File: src/rtl/router_fifo.sv
// router_fifo: per-destination output buffer of the 1x3 router.
//
// Stores bytes from the register stage together with a header tag
// (lfd_state), delivers them in order with one cycle of read latency and
// tracks how many bytes of the packet currently being read remain.
//
// Ports:
//   clk            rising-edge clock
//   rst            asynchronous active-high reset
//   soft_rst       synchronous flush request, overrides we/re
//   we, re         write / read enable
//   lfd_state      current write is the header byte (stored as tag bit)
//   din            write data
//   dout           registered read data
//   full, empty    occupancy flags, combinational from the pointers
//   timeout_flush  one-cycle pulse of the idle flush (optional build only)
//   pkt_busy       bytes of the current packet remain to be read
//
// Optional build: define ROUTER_FIFO_TIMEOUT_EN to add an idle-read
// counter that flushes the FIFO after TIMEOUT cycles without a read while
// data is waiting, and to add the timeout_flush output.
module router_fifo #(
    parameter int DEPTH   = 16,
    parameter int WIDTH   = 8,
    parameter int PTR_W   = 4,
    parameter int TIMEOUT = 30
) (
    input  logic             clk,
    input  logic             rst,
    input  logic             soft_rst,
    input  logic             we,
    input  logic             re,
    input  logic             lfd_state,
    input  logic [WIDTH-1:0] din,
    output logic [WIDTH-1:0] dout,
    output logic             full,
    output logic             empty,
`ifdef ROUTER_FIFO_TIMEOUT_EN
    output logic             timeout_flush,
`endif
    output logic             pkt_busy
);

    localparam int CNT_W = PTR_W + 3;

    if (DEPTH != (1 << PTR_W)) begin : g_bad_depth
        $error("router_fifo: DEPTH must equal 2**PTR_W");
    end
    if (WIDTH < 3) begin : g_bad_width
        $error("router_fifo: WIDTH must be at least 3");
    end
    if (TIMEOUT < 2) begin : g_bad_timeout
        $error("router_fifo: TIMEOUT must be at least 2");
    end

    logic [WIDTH-1:0] mem [DEPTH];
    logic [DEPTH-1:0] tag;
    logic [PTR_W:0]   wr_ptr;
    logic [PTR_W:0]   rd_ptr;
    logic [CNT_W-1:0] count;
    logic             clr_pending;   // parity byte shown, clear dout next idle cycle
    logic             wr_ok;
    logic             rd_ok;
    logic             flush;
    logic             to_fire;
    logic [PTR_W-1:0] wr_idx;
    logic [PTR_W-1:0] rd_idx;

    assign wr_idx = wr_ptr[PTR_W-1:0];
    assign rd_idx = rd_ptr[PTR_W-1:0];

    assign full  = (wr_ptr[PTR_W] != rd_ptr[PTR_W]) && (wr_idx == rd_idx);
    assign empty = (wr_ptr == rd_ptr);

    assign wr_ok    = we && !full;
    assign rd_ok    = re && !empty;
    assign flush    = soft_rst || to_fire;
    assign pkt_busy = (count != '0);

`ifdef ROUTER_FIFO_TIMEOUT_EN
    localparam int IDLE_W = $clog2(TIMEOUT);

    logic [IDLE_W-1:0] idle_cnt;

    assign to_fire       = !empty && (idle_cnt == IDLE_W'(TIMEOUT - 1));
    assign timeout_flush = to_fire;

    always_ff @(posedge clk or posedge rst) begin
        if (rst) begin
            idle_cnt <= '0;
        end else if (flush || empty || rd_ok) begin
            idle_cnt <= '0;
        end else begin
            idle_cnt <= idle_cnt + IDLE_W'(1);
        end
    end
`else
    assign to_fire = 1'b0;
`endif

    // Data payload carries no reset; only the tag bits are cleared.
    always_ff @(posedge clk) begin
        if (wr_ok && !flush) begin
            mem[wr_idx] <= din;
        end
    end

    always_ff @(posedge clk or posedge rst) begin
        if (rst) begin
            wr_ptr      <= '0;
            rd_ptr      <= '0;
            tag         <= '0;
            dout        <= '0;
            count       <= '0;
            clr_pending <= 1'b0;
        end else if (flush) begin
            wr_ptr      <= '0;
            rd_ptr      <= '0;
            tag         <= '0;
            dout        <= '0;
            count       <= '0;
            clr_pending <= 1'b0;
        end else begin
            if (wr_ok) begin
                wr_ptr      <= wr_ptr + 1'b1;
                tag[wr_idx] <= lfd_state;
            end

            if (rd_ok) begin
                rd_ptr <= rd_ptr + 1'b1;
                dout   <= mem[rd_idx];
                if (tag[rd_idx]) begin
                    // Header: payload length field plus the parity byte.
                    count       <= CNT_W'(mem[rd_idx][WIDTH-1:2]) + CNT_W'(1);
                    clr_pending <= 1'b0;
                end else if (count != '0) begin
                    count       <= count - CNT_W'(1);
                    clr_pending <= (count == CNT_W'(1));
                end else begin
                    clr_pending <= 1'b0;
                end
            end else if (clr_pending) begin
                // Parity byte was displayed for one cycle; blank the output.
                dout        <= '0;
                clr_pending <= 1'b0;
            end
        end
    end

endmodule

File: config.mk
export PLATFORM = sky130hd
export DESIGN_NAME = router_fifo
export DESIGN_NICKNAME = d
export VERILOG_FILES = /design/src/rtl/router_fifo.sv
export SDC_FILE = /design/constraint.sdc
export NUM_CORES = 1
export LEC_CHECK = 0
export CAP_MARGIN = 10
export CORE_MARGIN = 10
export CORE_UTILIZATION = 40
export DETAILED_ROUTE_END_ITERATION = 12
export GPL_TIMING_DRIVEN = 0
export SETUP_SLACK_MARGIN = 0.15
export SLEW_MARGIN = 30
export SYNTH_ARGS = -nofsm -noshare
export SYNTH_HDL_FRONTEND = slang
export SYNTH_SLANG_ARGS = --single-unit
File: constraint.sdc
create_clock -name clk -period 5 [get_ports clk]
set_input_delay 1 -clock clk [delete_from_list [all_inputs] [get_ports clk]]
set_output_delay 1 -clock clk [all_outputs]
set_load 0.01 [all_outputs]
==> summary.txt <==
Outcome
  – Status: finished clean

STA
  – Setup ws final: 1490 ps
  – Slew Viols, Final: 0
  – Fin Hold WS: approximately 530 ps
  – Normalized max-slew margin: 0.341
  – Final period util: 0.702
  – Fin crit period: between 3000 and 4000 ps
  – Setup TNS: 0 ps
  – Final setup fails: 0
  – Skew final: approximately 16 ps
  – RSZ-0062 raised after global routing: false
  – Achievable Freq: 285 MHz
  – Worst-Margin Slew: 984 ps
  – Final number of hold-violating endpoints: 0

Clock network
  – Clk_lat worst skew: ~440 ps
  – CTS root buffer: clkbuf_16
  – Clk slew on worst S/H paths: around 70 ps
  – PostCTS Resize Cnt: 0
  – Max clock buf depth: 2
  – Setup Fix Bufs, Post-CTS: 0
  – CTS Buf Count: 17
  – CTS Hold Bufs: 0
  – Clock H-tree levels: 4
  – Clock tree from TritonCTS: built
  – CTS sink count: 170

Placed design
  – Final Wtd Congestion: roughly 0.81
  – DP Wirelength: 11.2 mm
  – PortBufs: 23
  – Place WS: ~1700 ps

Critical path
  – Register-to-register setup slack: 2160 ps
  – R2R cell count: 10
  – Critical path arrival: 2510 ps
  – Nature of the critical path endpoint: primary output
  – Reg2reg end: count[2]
  – Worst reg2reg startpoint: rd_ptr[1]
  – WS Path Type: reg -> out
  – Critical path startpoint category: flop
  – CP Max Fanout: 7
  – Data required, critical path: 4000 ps

Detailed routing
  – DRT antenna net count: 0
  – Starting DRT DRC Count: 333
  – Total number of vias: around 4300
  – Avg WL per Cell: 21.4 um
  – Total Routed Length: 16.7 mm
  – DRC viols: 0
  – Pre-antenna DRT Iters: 5
  – Routed vias/inst: 5.51

Synthesis
  – Syn Nets: 518
  – Seq/Total Area, Yosys: 0.661
  – Top_reg_cell synth: edfxtp_1
  – Distinct cells, synth: 51
  – Post-synth EDFFs: 128
  – YS warnings: 0
  – Mapped Cells: 496
  – Post-synthesis area per instance: 14.9 um^2
  – Yosys reg bits: 170
  – Mapped Area: 0.00740 mm^2
  – Asr flop ratio synth: 0.247

Pwr
  – LEAKAGE: about 2.9 nW
  – PwrDens: 421 mW/mm^2
  – Max VDD drop: approximately 0.2 mV
  – Total power: 3.60 mW

Global routing
  – First-pass GRT wire length: roughly 26 mm
  – Initial antenna violation count: 0
  – Largest net degree at the start of global routing: 26
  – Gr ovfl total: 0
  – Vias in the first global route: 4519
  – Total GRT Usage: 0.143

Hold path
  – Worst hold start: tag[9]
  – Hold endpoint: tag[9]
  – Worst hold path stage count: 2
  – HP Class: reg -> reg

Final layout
  – # diodes: 0
  – Share of cells above drive strength 1: 0.168
  – # nets final: 561
  – Synth-to-Final Area Change: 15.4%
  – Layout fillers: 1500

Floorplanning
  – Initial Util: 0.409
  – Die X: 156 um
  – I/O Pins: 25
  – Site Rows: 49
  – Die height: 156 um
  – Area of the die: 0.0243 mm^2
  – Core Region: 0.0181 mm^2

Run
  – # Max-Cap Violations: 0
## stage by stage
| stage | utilization | std cells | instance area [um^2] |
|---|---|---|---|
| global route | 0.472 | 781 | 8540 |
| detailed placement | 0.439 | 749 | 7940 |
| finish | 0.472 | 781 | 8540 |
| CTS | 0.472 | 781 | 8530 |
| floorplan | - | 496 | 7400 |
| global placement | 0.438 | 748 | 7920 |
## cells by family after synthesis
kind of cell,synth area share
flip-flops,0.661
AND/OR/NAND/NOR,0.0958
AO/OA/AOI/OAI,0.0576
multiplexers,0.124
buffers and inverters,0.0265
XOR/XNOR,0.0213
adder cells (fa/ha/maj),0.0135
## layer usage
| metal | global-route usage | vias up | part of all wire |
|---|---|---|---|
| met5 | 0 | - | 0 |
| met4 | 0.0603 | 0 | 0.019 |
| met2 | 0.232 | 118 | 0.49 |
| met3 | 0.0270 | 20 | 0.045 |
| li1 | - | 1979 | - |
| met1 | 0.185 | 2187 | 0.45 |
## power by group
group	internal [mW]	switching [mW]	total, mW
Sequential	1.56	0.0332	1.59
Combinational	0.326	0.413	0.739
Clock	0.665	0.602	1.27
## cell type report
class,instances,area (um^2),share of cell area
inverters,7,26.3,0.00308
repair buffers,24,250,0.0293
clock buffers,17,425,0.0498
plain buffers,30,170,0.0199
well taps,229,287,0.0335
multi-input cells,289,2330,0.273
clock inverters,15,163,0.0190
flip-flops and latches,170,4890,0.573
## critical path, stage by stage (launching register included)
cell             delay (ps)
dfrtp_1                 420
or4_1                   580
nor3b_2                 430
inv_1                   140
clkdlybuf4s50_1         510
## cell usage in the layout, fill, tap and decap left out, types with 3 or more instances in the layout
cell and instances:
nor2b_1 4, nand4_1 5, clkbuf_1 16, nand3b_1 9
xnor2_1 7, clkdlybuf4s50_1 23, o21ai_0 5, clkinv_8 4
mux4_2 32, ha_1 8, a22oi_1 4, nand2b_1 4
nor3_1 4, a221oi_1 9, buf_2 7, xor2_1 11
clkinv_4 4, inv_1 5, mux2i_1 17, inv_8 4
clkbuf_16 17, buf_6 3, a21oi_1 29, nor2_2 5
nand3_1 21, dfrtp_1 42, o21ai_2 3, o22ai_1 3
nor2_1 30, nand2_1 53, edfxtp_1 128
## registers in the layout (all words and copies together) (netlist names)
register,cells
clr_pending,1
count,7
dout,8
mem,128
rd_ptr,5
tag,16
wr_ptr,5
## how the worst max path moves through the flow
| stage | from | to | slack, ps | cells after the start |
|---|---|---|---|---|
| after floorplan | count[3] | pkt_busy | 2580 | 3 |
| final | count[3] | pkt_busy | 1490 | 4 |
| after detailed placement | we | mem[1][1] | 1700 | 4 |
| after global placement | we | mem[0][1] | 1740 | 4 |
| after CTS | count[3] | pkt_busy | 1490 | 4 |
| after global routing | count[2] | pkt_busy | 1400 | 4 |
## Yosys cell counts, drive strengths merged, types with 2 or more instances
master  instances  area, um^2
nand2          53         199
xnor2           7        61.3
mux4           33         747
nand3          22         115
o21a            2        15.0
ha              8         100
xor2           11        96.3
nand3b          9        67.6
nand4           5        31.3
a221oi          9        78.8
nor2           36         151
o22ai           3        18.8
nor3b           3        27.5
mux2i          17         170
nand2b          4        25.0
and3            2        12.5
nor2b           4        25.0
a21oi          29         145
o21ai          10        61.3
a22oi           4        30.0
dfrtp          42        1050
nor3            4        20.0
inv             7        26.3
clkbuf         16        60.1
buf            14         110
edfxtp        128        3840
(Power assumes the default switching activity.)
